==> config.mk <==
export PLATFORM = sky130hd
export DESIGN_NAME = boa_mem_arbiter_wrr_flat
export DESIGN_NICKNAME = d
export VERILOG_FILES = /design/src/rtl/boa_mem_arbiter_wrr_if.sv /design/src/rtl/boa_mem_arbiter_wrr.sv /design/src/flat_wrapper.sv
export SDC_FILE = /design/constraint.sdc
export NUM_CORES = 1
export LEC_CHECK = 0
export ABC_AREA = 1
export BUFFER_PORTS_ARGS = -buffer_cell sky130_fd_sc_hd__buf_2
export CORE_AREA = 2 2 107 109
export CTS_CLUSTER_DIAMETER = 200
export DETAILED_ROUTE_END_ITERATION = 7
export DIE_AREA = 0 0 109 111
export PLACE_DENSITY = 0.59
export SKIP_CTS_REPAIR_TIMING = 1
export SLEW_MARGIN = 30
export SYNTH_ARGS = -nofsm -noshare
export SYNTH_HDL_FRONTEND = slang
export SYNTH_SLANG_ARGS = --single-unit
==> constraint.sdc <==
create_clock -name clk -period 1.94 [get_ports clk]
set_input_delay 0.194 -clock clk [delete_from_list [all_inputs] [get_ports clk]]
set_output_delay 0.194 -clock clk [all_outputs]
set_load 0.005 [all_outputs]
==> src/rtl/boa_mem_arbiter_wrr_if.sv <==
// Boa memory bus bundle: flattened CPU-side ports plus the single memory port.
// Port i occupies slice i of every packed cpu_* vector.
interface boa_mem_arbiter_wrr_if #(
  parameter int alen = 32,
  parameter int dlen = 32,
  parameter int cpus = 2
);
  localparam int wes = dlen / 8;

  logic [cpus-1:0]          cpu_re;
  logic [cpus*wes-1:0]      cpu_we;
  logic [cpus*(alen-2)-1:0] cpu_addr;
  logic [cpus*dlen-1:0]     cpu_wdata;
  logic [cpus-1:0]          cpu_ready;
  logic [dlen-1:0]          cpu_rdata;

  logic                     mem_re;
  logic [wes-1:0]           mem_we;
  logic [alen-3:0]          mem_addr;
  logic [dlen-1:0]          mem_wdata;
  logic                     mem_ready;
  logic [dlen-1:0]          mem_rdata;

  // Arbiter view: accepts CPU requests, drives the memory port.
  modport slave (
    input  cpu_re, cpu_we, cpu_addr, cpu_wdata, mem_ready, mem_rdata,
    output cpu_ready, cpu_rdata, mem_re, mem_we, mem_addr, mem_wdata
  );

  // Environment view: CPU masters and memory model together.
  modport master (
    output cpu_re, cpu_we, cpu_addr, cpu_wdata, mem_ready, mem_rdata,
    input  cpu_ready, cpu_rdata, mem_re, mem_we, mem_addr, mem_wdata
  );
endinterface

==> src/rtl/boa_mem_arbiter_wrr.sv <==
// N-to-1 Boa memory bus arbiter with weighted round-robin (per-port burst
// quota) or static priority, stall-locked grants and registered completion
// routing. Memory completes a request one cycle after it is presented.
module boa_mem_arbiter_wrr #(
  parameter int alen  = 32,
  parameter int dlen  = 32,
  parameter int cpus  = 2,
  parameter int quota = 4,
  parameter int mode  = 0
) (
  input  logic                    clk,
  input  logic                    rst,
  boa_mem_arbiter_wrr_if.slave    bus,
  output logic [cpus-1:0]         grant
);
  localparam int wes = dlen / 8;
  localparam int aw  = alen - 2;
  localparam int cw  = $clog2(quota) + 1;
  localparam logic [cpus-1:0] one = cpus'(1);

  logic [cpus-1:0] req;
  logic [cpus-1:0] cur;
  logic [cpus-1:0] r_grant;
  logic [cpus-1:0] sel;
  logic [cpus-1:0] above;
  logic [cw-1:0]   cnt;
  logic [cw-1:0]   cnt_nx;
  logic            pend;
  logic            stall;

  // A port requests when it reads or asserts any write-enable lane.
  // NOTE: every always_comb output gets a default first so no latch is inferred.
  always_comb begin
    req = '0;
    for (int i = 0; i < cpus; i++) begin
      req[i] = bus.cpu_re[i] | (|bus.cpu_we[i*wes +: wes]);
    end
  end

  assign stall = pend & ~bus.mem_ready;

  // Requesters strictly above the last owner; the last owner itself scans last.
  assign above = req & ~(cur | (cur - one));

  // Grant selection: stall lock, idle, quota continuation, or cyclic rescan.
  always_comb begin
    sel    = '0;
    cnt_nx = cnt;
    if (stall) begin
      sel = r_grant;
    end else if (req != '0) begin
      if (mode == 1) begin
        sel = req & (~req + one);
      end else if ((req & cur) != '0 && cnt < cw'(quota)) begin
        sel    = cur;
        cnt_nx = cnt + cw'(1);
      end else begin
        // Lowest requester above cur, else wrap to the lowest requester overall.
        if (above != '0) sel = above & (~above + one);
        else             sel = req & (~req + one);
        cnt_nx = cw'(1);
      end
    end
  end

  // NOTE: reset also gates the combinational grant so the memory port and
  // owner view go quiet the moment rst falls, not at the next edge.
  assign grant = rst ? sel : '0;

  // Owner, quota counter and in-flight tracking.
  // NOTE: sequential state uses non-blocking assignments only.
  always_ff @(posedge clk or negedge rst) begin
    if (!rst) begin
      cur     <= one;
      cnt     <= '0;
      pend    <= 1'b0;
      r_grant <= '0;
    end else begin
      if (grant != '0) cur <= grant;
      cnt     <= cnt_nx;
      pend    <= |grant;
      r_grant <= grant;
    end
  end

  // AND-OR mux of the granted port onto the memory bus; zero when idle.
  always_comb begin
    bus.mem_re    = 1'b0;
    bus.mem_we    = '0;
    bus.mem_addr  = '0;
    bus.mem_wdata = '0;
    for (int i = 0; i < cpus; i++) begin
      if (grant[i]) begin
        bus.mem_re    = bus.mem_re | bus.cpu_re[i];
        bus.mem_we    = bus.mem_we | bus.cpu_we[i*wes +: wes];
        bus.mem_addr  = bus.mem_addr | bus.cpu_addr[i*aw +: aw];
        bus.mem_wdata = bus.mem_wdata | bus.cpu_wdata[i*dlen +: dlen];
      end
    end
  end

  // Completion goes only to last cycle's owner, and only when memory answers.
  assign bus.cpu_ready = r_grant & {cpus{pend & bus.mem_ready}};
  assign bus.cpu_rdata = bus.mem_rdata;

endmodule

==> src/flat_wrapper.sv <==
// flat-port wrapper written by rule: the top's interface ports become plain ports
module boa_mem_arbiter_wrr_flat 
#(
  parameter int alen  = 32,
  parameter int dlen  = 32,
  parameter int cpus  = 2,
  parameter int quota = 4,
  parameter int mode  = 0
)
  (clk, rst, grant, bus_cpu_re, bus_cpu_we, bus_cpu_addr, bus_cpu_wdata, bus_mem_ready, bus_mem_rdata, bus_cpu_ready, bus_cpu_rdata, bus_mem_re, bus_mem_we, bus_mem_addr, bus_mem_wdata);
  boa_mem_arbiter_wrr_if #(.alen(alen), .dlen(dlen), .cpus(cpus)) bus_i ();
  input  logic clk;
  input  logic rst;
  output logic [cpus-1:0] grant;
  input wire logic [$bits(bus_i.cpu_re)-1:0] bus_cpu_re;
  input wire logic [$bits(bus_i.cpu_we)-1:0] bus_cpu_we;
  input wire logic [$bits(bus_i.cpu_addr)-1:0] bus_cpu_addr;
  input wire logic [$bits(bus_i.cpu_wdata)-1:0] bus_cpu_wdata;
  input wire logic [$bits(bus_i.mem_ready)-1:0] bus_mem_ready;
  input wire logic [$bits(bus_i.mem_rdata)-1:0] bus_mem_rdata;
  output wire logic [$bits(bus_i.cpu_ready)-1:0] bus_cpu_ready;
  output wire logic [$bits(bus_i.cpu_rdata)-1:0] bus_cpu_rdata;
  output wire logic [$bits(bus_i.mem_re)-1:0] bus_mem_re;
  output wire logic [$bits(bus_i.mem_we)-1:0] bus_mem_we;
  output wire logic [$bits(bus_i.mem_addr)-1:0] bus_mem_addr;
  output wire logic [$bits(bus_i.mem_wdata)-1:0] bus_mem_wdata;
  assign bus_i.cpu_re = bus_cpu_re;
  assign bus_i.cpu_we = bus_cpu_we;
  assign bus_i.cpu_addr = bus_cpu_addr;
  assign bus_i.cpu_wdata = bus_cpu_wdata;
  assign bus_i.mem_ready = bus_mem_ready;
  assign bus_i.mem_rdata = bus_mem_rdata;
  assign bus_cpu_ready = bus_i.cpu_ready;
  assign bus_cpu_rdata = bus_i.cpu_rdata;
  assign bus_mem_re = bus_i.mem_re;
  assign bus_mem_we = bus_i.mem_we;
  assign bus_mem_addr = bus_i.mem_addr;
  assign bus_mem_wdata = bus_i.mem_wdata;
  boa_mem_arbiter_wrr #(.alen(alen), .dlen(dlen), .cpus(cpus), .quota(quota), .mode(mode)) u_core (.clk(clk), .rst(rst), .bus(bus_i), .grant(grant));
endmodule
==> impl_results.md <==
- Status: finished, violations left
- Failing checks: negative setup slack
- Met2 wire len: 5.12 mm
- Compound-gate portion of the synthesized area: 1.57%
- FMAX: 493 MHz
- Crit path time final: 2030 ps
- Worst-Margin Slew: 279 ps
- CTS Root Cell: clkbuf_16
- Area Growth Syn to Fin: 87.9%
- Worst Reg-to-Reg Cells: 11
- Total Neg Setup Slack: -4000 ps
- Core Region: 11100 um^2
- Largest net degree at the start of global routing: 45
- Sequential share of power: 5.1%
- First-pass GRT wire length: 10.8 mm
- Mean routed wirelength per cell: 15.1 um
- Critical path class: register to output port
- Placed inst area: 2980 um^2
- Largest family of logic cells by synthesized area: simple AND/OR/NAND/NOR gates
- Crit. End Element: output port
- Post-Synth XOR/XNOR Area: 0%
- Met3 wire length: 614 um
- CTS Sinks: 8
- Max FO, Critical Path: 6
- Commonest cells after routing, fill and taps aside: 205 x buf_2, 76 x nand2_1, 73 x nand3_2, 62 x nand3_1, 13 x clkbuf_16
- Cell Area, Synth: 2000 um^2
- Final instance area: 3750 um^2
- Metal1 wirelength: 3.94 mm
- Top sig layer: met4
- # placed instances: 627
- 1st-iter DRT viols: 103
- Commonest non-fill, non-tap cell in the layout: buf_2
- Pleak: 0.00214 uW
- Post-DP HPWL: 6.00 mm
- Sequential share of the synthesized area: 10.1%
- Post-synthesis mux area share: 0%
- Die ar.: 12100 um^2
- Die extent in y: 111 um
- Share of layout cells above drive strength 1: 67.3%
- Synth Area in Simple Gates: 64.7%
- Post-Layout Cell Count: 651
- Switch Pwr: 3060 uW
- P per Cell Area: 1690 nW/um^2
- RSZ-0062 raised after global routing: yes
- Remaining DRCs: 0
- Post-Synth Adder-Cell Area: 0.627%
- Count of cell types in the netlist: 23
- Cells after synthesis: 324
- Worst setup margin: -88.1 ps
- Routed Antenna Nets: 0
- DRT Pass-1 Iters: 4
- I/O pin cnt: 272
- Vias in the first global route: 2293
- Port bufs: 207
- Final WL: 9.82 mm
- Syn Nets: 494
- Sw Ratio: 48.2%
- Final GP Congestion: 0.730
- Final setup viols: 68
- Comb power frac: 89.3%
- CTS buffer count: 3
- Synth Warn #: 0
- Relative slew slack: 81.4%
- Routed vias: 2889
- H-tree Lvls: 1
- Max Buffers Root-to-Sink: 2
- Synthesized area per cell: 6.16 um^2
- Critical path startpoint category: register
- Peak supply drop: 924 uV
- Int Pwr: 3280 uW
- # nets final: 679
- Clock share of power: 5.6%
- Clock slew at reported path FFs: 40 ps
- Die width: 109 um
- Max cap viols: 0
- Worst Skew: 2.21 ps
- CTS tree: built
- Ant. Diodes: 0
- Initial antenna violation count: 0
- Final Cycle Share: 105%
- Worst path arrival time: 1830 ps
- Global-route usage over all layers: 11.0%
- Post-synthesis register bit count: 8
- Post-Place Setup Slack: 128 ps
- Vias per Instance: 4.44
- GRT overflow: 0
- Worst-Skew Late Latency: 230 ps
- HP Class: input pin to asynchronous set/reset pin
- Critical Path RT: 1750 ps
- Final Hold Viols: 0
- Row count: 39
- Initial Utilization: 18.0%
- Fin. max-slew vios: 0
[metrics by stage]
step,util (%),hold WS (ps),power [uW]
global placement,26.9,57.2,3750
detailed placement,26.9,65.2,3740
global route,33.9,57.2,6820
finish,33.9,41.9,6340
CTS,27.6,-177,4110
floorplan,-,-102,2580
[registers in the layout, summed over array words and instances (netlist names)]
| name | flops |
|---|---|
| u_core.cnt | 3 |
| u_core.cur | 2 |
| u_core.pend | 1 |
| u_core.r_grant | 2 |
[worst max-delay path, cell delays in order, from the launching register on]
cell	delay, ps
dfstp_2	560
nand2_2	70
nand2_4	100
nand2_4	80
nand2_4	90
nand3_4	110
nand2_8	160
clkbuf_16	170
nand3_2	80
nand2_1	80
buf_2	100
[cell type report]
class,count,area [um^2]
Tap cell,143,179
Fill cell,1226,7320
Sequential cell,8,201
Inverter,8,30.0
Timing Repair Buffer,239,1590
Clock buffer,4,78.8
Multi-Input combinational cell,249,1680
[final timing paths]
kind                                   start                 to  slack (ps)
min in group clk           bus_mem_rdata[11]  bus_cpu_rdata[11]         390
max in group asynchronous                rst      u_core.cnt[1]        1300
min                                      rst  u_core.r_grant[1]          40
min reg2reg                    u_core.cur[0]      u_core.cur[0]         500
max                            u_core.cur[0]   bus_mem_addr[13]         -90
max reg2reg                    u_core.cur[0]      u_core.cur[0]         240
[per-layer routing]
layer  vias up  global-route usage, %
met1      1292                   13.1
met4         0                   2.74
li1       1429                      -
met2       156                   20.0
met5         -                      0
met3        12                   1.70
[power groups by stage]
| stage | Combinational, uW | Sequential (uW) | Clock (uW) |
|---|---|---|---|
| 6_report | 5660 | 324 | 356 |
| 5_1_grt | 6110 | 330 | 374 |
| 4_1_cts | 3440 | 311 | 358 |
| 3_5_place_dp | 3430 | 313 | 0 |
| 3_3_place_gp | 3430 | 313 | 0 |
| 2_1_floorplan | 2290 | 293 | 0 |
[synthesized netlist by cell type (all sizes together)]
cell type	instances	area [um^2]
and3	2	12.5
buf	54	403
clkbuf	7	26.3
dfrtp	7	175
dfstp	1	26.3
ha	1	12.5
inv	8	30.0
nand2	89	357
nand3	139	866
nand3b	1	11.3
nor2	9	46.3
o21ai	5	25.0
o22ai	1	6.26
[cells by family (layout without fill, tap and decap cells)]
family	after synthesis	in the layout
AO/OA/AOI/OAI	6	6
flip-flops	8	8
buffers and inverters	69	251
AND/OR/NAND/NOR	240	242
adder cells (fa/ha/maj)	1	1
(Power assumes the default switching activity.)
